$ cat src/rtl/amoeba_pkg.sv
// Shared types and constants for the amoeba SAT core: FSM state encoding,
// LFSR feedback taps, the per-variable seed spread and a counter width helper.
package amoeba_pkg;

    typedef enum logic [1:0] {
        ST_IDLE    = 2'd0,
        ST_RUN     = 2'd1,
        ST_SOLVED  = 2'd2,
        ST_TIMEOUT = 2'd3
    } state_t;

    // Right-shift Galois feedback mask for the 32-bit LFSRs
    localparam logic [31:0] LFSR_TAPS   = 32'h8020_0003;

    // Golden-ratio constant used to spread the base seed across variables
    localparam logic [31:0] SEED_SPREAD = 32'h9E37_79B9;

    // Bits needed to hold values 0..n inclusive (at least one bit)
    function automatic int cnt_w(input int n);
        return (n < 1) ? 1 : $clog2(n + 1);
    endfunction

endpackage

$ cat src/rtl/amoeba_lfsr32.sv
// 32-bit right-shift Galois LFSR with a seed parameter and an advance enable.
// Only the low OUT_W bits are exported; a zero seed is replaced by 1 so the
// register can never lock up in the all-zero state.
module amoeba_lfsr32
    import amoeba_pkg::*;
#(
    parameter logic [31:0] SEED_VAL = 32'h0000_0001,
    parameter int          OUT_W    = 32
) (
    input  logic             clk,
    input  logic             rst,
    input  logic             en_i,
    output logic [OUT_W-1:0] state_o
);

    localparam logic [31:0] SEED_SAFE = (SEED_VAL == 32'h0) ? 32'h1 : SEED_VAL;

    logic [31:0] lfsr_q;
    logic [31:0] lfsr_d;

    // Next state: shift right, fold the taps in when the outgoing bit is 1
    always_comb begin
        lfsr_d = lfsr_q;
        if (en_i) begin
            lfsr_d = {1'b0, lfsr_q[31:1]} ^ (lfsr_q[0] ? LFSR_TAPS : 32'h0);
        end
    end

    // State register, returns to the seed on reset
    always_ff @(posedge clk or posedge rst) begin
        if (rst) begin
            lfsr_q <= SEED_SAFE;
        end else begin
            lfsr_q <= lfsr_d;
        end
    end

    assign state_o = lfsr_q[OUT_W-1:0];

endmodule

$ cat src/rtl/amoeba_core.sv
// amoeba_core: variable register bank, per-variable stochastic gates
// (SG1/SG2/SG3) driven by private LFSRs, unsat counting with global minimum
// tracking, stagnation-driven threshold reseed and start/done control.
// The clause/variable-cell network is external and combinational from x and
// contra_q.
// Optional build macro AMOEBA_BEST_SNAPSHOT_EN adds the best_x output, a
// snapshot of the assignment that produced the latest strict unsat minimum.
module amoeba_core
    import amoeba_pkg::*;
#(
    parameter int          NUM_VARIABLES = 50,
    parameter int          NUM_CLAUSES   = 80,
    parameter int          PROB_W        = 10,
    parameter int          STALE_LIMIT   = 100000,
    parameter int          MAX_STEPS     = (1 << 24) - 1,
    parameter logic [31:0] SEED          = 32'hACE1_2F3B
) (
    input  logic                            clk,
    input  logic                            rst,
    input  logic                            start,
    input  logic [PROB_W-1:0]               sg1_init,
    input  logic [PROB_W-1:0]               sg2_init,
    input  logic [PROB_W-1:0]               sg3_init,
    input  logic [NUM_VARIABLES-1:0]        inter,
    input  logic [NUM_VARIABLES-1:0]        inter_n,
    input  logic [NUM_VARIABLES-1:0]        contra_next,
    input  logic [NUM_VARIABLES-1:0]        contra_mrg,
    input  logic [NUM_CLAUSES-1:0]          clause_sat,
    output logic [NUM_VARIABLES-1:0]        x,
    output logic [NUM_VARIABLES-1:0]        contra_q,
    output logic                            busy,
    output logic                            solved,
    output logic                            timeout,
    output logic                            declining,
    output logic [cnt_w(NUM_CLAUSES)-1:0]   unsat_count,
    output logic [cnt_w(NUM_CLAUSES)-1:0]   best_unsat,
    output logic [23:0]                     step_count
`ifdef AMOEBA_BEST_SNAPSHOT_EN
    ,
    output logic [NUM_VARIABLES-1:0]        best_x
`endif
);

    localparam int UW = cnt_w(NUM_CLAUSES);
    localparam int SW = cnt_w(STALE_LIMIT);
    localparam int RW = 3 * PROB_W;

    state_t                   state_q;
    logic [NUM_VARIABLES-1:0] x_q;
    logic [NUM_VARIABLES-1:0] x_d;
    logic [NUM_VARIABLES-1:0] x_seed;
    logic [NUM_VARIABLES-1:0] contra_st_q;
    logic [PROB_W-1:0]        sg1_q;
    logic [PROB_W-1:0]        sg2_q;
    logic [PROB_W-1:0]        sg3_q;
    logic [23:0]              step_q;
    logic [23:0]              step_d;
    logic [SW-1:0]            stale_q;
    logic [SW-1:0]            stale_d;
    logic [UW-1:0]            unsat_q;
    logic [UW-1:0]            unsat_d;
    logic [UW-1:0]            best_q;
    logic [UW-1:0]            sat_cnt;
    logic                     solved_q;
    logic                     timeout_q;
    logic                     declining_q;
    logic                     all_sat;
    logic [RW-1:0]            g_rnd;

    // Per-variable LFSR and stochastic gates feeding the majority update
    genvar gi;
    for (gi = 0; gi < NUM_VARIABLES; gi++) begin : g_var
        localparam logic [31:0] VAR_SEED = SEED ^ (32'(gi) * SEED_SPREAD);

        logic [RW-1:0] rnd;
        logic          f1s;
        logic          f0s;
        logic          fl;
        logic          fb;

        amoeba_lfsr32 #(
            .SEED_VAL (VAR_SEED),
            .OUT_W    (RW)
        ) u_lfsr (
            .clk     (clk),
            .rst     (rst),
            .en_i    (1'b1),
            .state_o (rnd)
        );

        assign f1s        = inter[gi] | (rnd[PROB_W-1:0] < sg1_q);
        assign f0s        = inter_n[gi] & ~(rnd[2*PROB_W-1:PROB_W] < sg2_q);
        assign fl         = contra_mrg[gi] & ~(rnd[RW-1:2*PROB_W] < sg3_q);
        assign fb         = ~x_q[gi] ^ fl;
        assign x_d[gi]    = (f1s & f0s) | (f1s & fb) | (f0s & fb);
        assign x_seed[gi] = rnd[0];
    end

    // Global LFSR that supplies fresh SG thresholds on stagnation
    amoeba_lfsr32 #(
        .SEED_VAL (SEED ^ (32'(NUM_VARIABLES) * SEED_SPREAD)),
        .OUT_W    (RW)
    ) u_glfsr (
        .clk     (clk),
        .rst     (rst),
        .en_i    (1'b1),
        .state_o (g_rnd)
    );

    // Unsat count of the current x plus step and stale increments
    always_comb begin
        sat_cnt = '0;
        for (int c = 0; c < NUM_CLAUSES; c++) begin
            sat_cnt = sat_cnt + UW'(clause_sat[c]);
        end
        unsat_d = UW'(NUM_CLAUSES) - sat_cnt;
        all_sat = &clause_sat;
        step_d  = step_q + 24'd1;
        stale_d = stale_q + SW'(1);
    end

    // Control FSM with all datapath registers; solved > timeout > reseed
    always_ff @(posedge clk or posedge rst) begin
        if (rst) begin
            state_q     <= ST_IDLE;
            x_q         <= '0;
            contra_st_q <= '0;
            sg1_q       <= '0;
            sg2_q       <= '0;
            sg3_q       <= '0;
            step_q      <= '0;
            stale_q     <= '0;
            unsat_q     <= UW'(NUM_CLAUSES);
            best_q      <= UW'(NUM_CLAUSES);
            solved_q    <= 1'b0;
            timeout_q   <= 1'b0;
            declining_q <= 1'b0;
        end else begin
            case (state_q)
                ST_RUN: begin
                    step_q  <= step_d;
                    unsat_q <= unsat_d;
                    if (unsat_d < best_q) begin
                        best_q <= unsat_d;
                    end
                    if (all_sat) begin
                        // Freeze x and contra_q at the satisfying assignment
                        state_q  <= ST_SOLVED;
                        solved_q <= 1'b1;
                        unsat_q  <= '0;
                    end else if (step_d == 24'(MAX_STEPS)) begin
                        state_q   <= ST_TIMEOUT;
                        timeout_q <= 1'b1;
                    end else begin
                        x_q         <= x_d;
                        contra_st_q <= ~contra_next;
                        if (unsat_d < unsat_q) begin
                            stale_q     <= '0;
                            declining_q <= 1'b0;
                        end else if (stale_d == SW'(STALE_LIMIT)) begin
                            sg1_q       <= g_rnd[PROB_W-1:0];
                            sg2_q       <= g_rnd[2*PROB_W-1:PROB_W];
                            sg3_q       <= g_rnd[RW-1:2*PROB_W];
                            stale_q     <= '0;
                            declining_q <= 1'b1;
                        end else begin
                            stale_q <= stale_d;
                        end
                    end
                end
                default: begin
                    if (start) begin
                        state_q     <= ST_RUN;
                        x_q         <= x_seed;
                        sg1_q       <= sg1_init;
                        sg2_q       <= sg2_init;
                        sg3_q       <= sg3_init;
                        contra_st_q <= '0;
                        step_q      <= '0;
                        stale_q     <= '0;
                        best_q      <= UW'(NUM_CLAUSES);
                        solved_q    <= 1'b0;
                        timeout_q   <= 1'b0;
                        declining_q <= 1'b0;
                    end
                end
            endcase
        end
    end

`ifdef AMOEBA_BEST_SNAPSHOT_EN
    logic [NUM_VARIABLES-1:0] best_x_q;

    // Capture the assignment that produced each new strict minimum
    always_ff @(posedge clk or posedge rst) begin
        if (rst) begin
            best_x_q <= '0;
        end else if (state_q != ST_RUN) begin
            if (start) begin
                best_x_q <= '0;
            end
        end else if (unsat_d < best_q) begin
            best_x_q <= x_q;
        end
    end

    assign best_x = best_x_q;
`endif

    assign x           = x_q;
    assign contra_q    = contra_st_q;
    assign busy        = (state_q == ST_RUN);
    assign solved      = solved_q;
    assign timeout     = timeout_q;
    assign declining   = declining_q;
    assign unsat_count = unsat_q;
    assign best_unsat  = best_q;
    assign step_count  = step_q;

endmodule

$ cat config.mk
export PLATFORM = sky130hd
export DESIGN_NAME = amoeba_core
export DESIGN_NICKNAME = d
export VERILOG_FILES = /design/src/rtl/amoeba_pkg.sv /design/src/rtl/amoeba_lfsr32.sv /design/src/rtl/amoeba_core.sv
export SDC_FILE = /design/constraint.sdc
export NUM_CORES = 2
export LEC_CHECK = 0
export CORE_MARGIN = 2
export CORE_UTILIZATION = 45
export DETAILED_ROUTE_END_ITERATION = 10
export GPL_ROUTABILITY_DRIVEN = 0
export GPL_TIMING_DRIVEN = 0
export MAX_ROUTING_LAYER = met4
export PLACE_DENSITY_LB_ADDON = 0.05
export SYNTH_ARGS = -nofsm -noshare
export SYNTH_HDL_FRONTEND = slang
export SYNTH_SLANG_ARGS = --single-unit
$ cat constraint.sdc
create_clock -name clk -period 85.2 [get_ports clk]
set_clock_uncertainty 0.15 [all_clocks]
set_input_delay 12.78 -clock clk [delete_from_list [all_inputs] [get_ports clk]]
set_output_delay 12.78 -clock clk [all_outputs]
set_load 0.05 [all_outputs]
==> impl_metrics.py <==
metrics = {
    "finish": {
        "fin_util_pct": 53.9,
        "final_nets": 9033,
        "layout-area-overhead-vs-synth_pct": 18.7,
        "drive_gt1_share_pct": 17.1,
        "design_area_mm2": 0.101,
    },
    "power": {
        "power_density_mw_per_mm2": 34.5,
        "finalPower_w": 0.00350,
        "pwr-share-seq_pct": 27.0,
        "p_sw_w": 0.00141,
        "p_int_w": 0.00209,
        "swShare_pct": 40.2,
        "combPwrFrac_pct": 47.2,
        "leakage_nw": 50.9,
        "clockPowerShare_pct": 25.8,
        "ir_worst_vdd_mv": 0.155,
    },
    "logic_synthesis": {
        "synthCells": 6496,
        "async_flop_share_pct": 100,
        "synth_area_per_cell_um2": 13.1,
        "synth_most_common_cell": "ha_1",
        "ys_ff_latch": 1822,
        "synthMuxAreaShare_pct": 1.45,
        "synthTopCellsByCount": "ha_1, dfrtp_1, dfstp_2",
        "yosys.area_share.simple_pct": 6.25,
        "synth.area.top_cells": "dfrtp_1, dfstp_2, ha_1",
        "synth_edf_count": 0,
        "ys_seq_area_share_pct": 54.6,
        "synthAdderAreaFrac_pct": 23.1,
        "synth_top_cell_area_share_pct": 29.5,
        "yosysWarnings": 0,
        "yosysTopAreaCell": "dfrtp_1",
        "synth_top_family_by_area": "adder cells",
        "synth_compound_area_share_pct": 11.0,
        "syn_area_mm2": 0.0854,
        "synth_nets": 8328,
        "synth_cell_types": 80,
        "synth_top_flop_cell": "dfrtp_1",
        "synth-xor-area-share_pct": 2.15,
    },
    "timing": {
        "finalSetupViolations": 0,
        "finalHoldViolCount": 0,
        "worst_pin_slew_ps": 1440,
        "whs_ps": 186,
        "finalCriticalPeriod_ps": 21330,
        "relSlewSlack_pct": 3.74,
        "setup_tns_ps": 0,
        "grt_setup_unrepaired": "no",
        "maxSlewViolCount": 0,
        "period_share_pct": 25.0,
        "fmax_ghz": 0.0469,
    },
    "global_route": {
        "grt_max_degree": 125,
        "antenna_found_initial": 18,
        "overflow": 0,
        "grt_pass1_wl_mm": 363,
        "grt_usage_pct": 26.0,
        "first_global_vias": 56700,
    },
    "routing": {
        "routedWlPerCell_um": 24.3,
        "first_pass_iters": 5,
        "drt_iter0_markers": 2733,
        "drc_errors": 0,
        "num_vias": 54200,
        "vias_per_cell": 5.48,
        "wl_mm": 241,
        "ant_nets": 0,
    },
    "critical_path": {
        "start_kind": "input port",
        "cp_max_fo": 10,
        "end_kind": "flip-flop",
        "critPathRequiredTime_ps": 85750,
        "crit_arrival_ps": 21890,
        "crit_type": "in -> reg",
    },
    "cts": {
        "cts_resized": 0,
        "worst_skew_pair.late_latency_ps": 830,
        "cts.root.buffer_cell": "clkbuf_16",
        "numCtsBuffers": 201,
        "clkTransAtPathRegs_ps": 60,
        "post_cts_buffers": 0,
        "htree_levels": 4,
        "cts_tree": "done",
        "cts_hold_buf": 0,
        "cts_sinks": 1822,
        "max-clock-path-buffers": 3,
    },
    "floorplanning": {
        "dieArea_mm2": 0.193,
        "initial_core_util_pct": 45.4,
        "die_width_um": 440,
        "die_h_um": 440,
        "io_pins": 455,
        "rows": 159,
        "coreArea_mm2": 0.188,
    },
    "placement": {
        "dpl_cell_area_mm2": 0.0944,
        "portBuffers": 454,
        "dpl.hpwl_mm": 160,
    },
    "worst_hold_path": {
        "worstHoldPathType": "reg -> reg",
    },
    "job": {
        "maxCapViolations": 0,
    },
    "status": {
        "status": "finished clean",
    },
}
kinds of logic (layout without fill, tap and decap cells):
| kind of cell | count (synthesis) | after routing |
|---|---|---|
| AO/OA/AOI/OAI | 1474 | 1474 |
| XOR/XNOR | 210 | 210 |
| adder cells (fa/ha/maj) | 1534 | 1534 |
| buffers and inverters | 327 | 1211 |
| flip-flops | 1822 | 1822 |
| multiplexers | 124 | 124 |
| other | 0 | 12 |
| AND/OR/NAND/NOR | 1005 | 1005 |
routing by layer:
layer	vias to the layer above	wire length [µm]	global-route usage (%)
li1	25400	-	-
met1	27500	109000	34.5
met2	899	117000	42.3
met3	308	8320	3.06
met4	0	5870	6.76
met5	-	0	-
per-stage QoR:
stage               std cells  setup WS, ps
global route             9881         63460
floorplan                6496         22180
detailed placement       9493         62850
global placement         9445           829
CTS                      9875         63710
finish                   9887         63870
power by group through the flow:
stage	sequential (W)	clock [W]	combinational, W
floorplan	0.00101	0	0.00111
global route	0.000947	0.000963	0.00189
finish	0.000944	0.000904	0.00165
detailed placement	0.000958	0	0.00167
global placement	0.000955	0	0.00163
CTS	0.000945	0.000927	0.00169
critical path: stages:
cell and delay (ps):
clkdlybuf4s50_1 500, inv_1 70, fa_1 510, ha_1 220, fa_1 500, inv_1 50, fa_1 410, inv_1 90
fa_1 450, fa_1 460, fa_1 520, fa_1 520, fa_1 540, inv_1 50, fa_1 520, inv_1 40
ha_1 210, fa_1 380, xnor2_1 330, inv_1 120, ha_1 290, nand2_1 40, o21ai_0 870, nand2_1 360
nor2_1 310, nand2_1 310, o41ai_1 380
layout by cell type, fill, tap and decap left out, types with 33 or more instances in the layout:
cell,count
a2111oi_0,35
a211oi_1,95
a21o_1,220
a21oi_1,417
a31oi_1,37
buf_16,41
clkbuf_1,104
clkbuf_16,208
clkbuf_8,54
clkdlybuf4s50_1,454
clkinv_2,33
dfrtp_1,1006
dfstp_2,816
fa_1,72
ha_1,1447
inv_1,220
mux2i_1,124
nand2_1,221
nand2b_1,101
nand3_1,78
nand4_1,140
nor2_1,145
nor2b_1,58
nor3_1,109
o2111ai_1,54
o21a_1,75
o21ai_0,325
o41ai_1,58
xor2_1,185
layout make-up:
| cell class | instances | area (µm²) |
|---|---|---|
| clock buffers | 323 | 6180 |
| well taps | 2495 | 3120 |
| fillers | 16000 | 86800 |
| clock inverters | 59 | 741 |
| multi-input cells | 4347 | 37500 |
| flip-flops and latches | 1822 | 46600 |
| diodes | 12 | 30.0 |
| repair buffers | 502 | 5800 |
| inverters | 249 | 1010 |
| plain buffers | 78 | 347 |
state kept, by name, summed over array words and instances (netlist names):
signal,flops
g_var.u_lfsr.lfsr_q,1600
solved,1
sg1_q,10
contra_q,50
step_count,24
best_unsat,7
declining,1
sg3_q,10
stale_q,17
sg2_q,10
timeout,1
x,50
state_q,2
unsat_count,7
u_glfsr.lfsr_q,32
final timing paths:
kind	startpoint	endpoint	slack (ps)	cells past startpoint
worst max-delay path	clause_sat[2]	stale_q[8]$_DFFE_PP0P_	63870	27
worst min-delay path	g_var[27].u_lfsr.lfsr_q[4]$_DFF_PP1_	g_var[27].u_lfsr.lfsr_q[3]$_DFF_PP1_	190	0
worst max register to register	state_q[1]$_DFFE_PP0P_	step_count[23]$_DFFE_PP0N_	80050	9
worst min register to register	g_var[27].u_lfsr.lfsr_q[4]$_DFF_PP1_	g_var[27].u_lfsr.lfsr_q[3]$_DFF_PP1_	190	0
max in group asynchronous	rst	contra_q[1]$_DFFE_PP0P_	69280	8
min in group asynchronous	rst	g_var[23].u_lfsr.lfsr_q[21]$_DFF_PP0_	12280	2
Power figures use the tool's default switching activity.
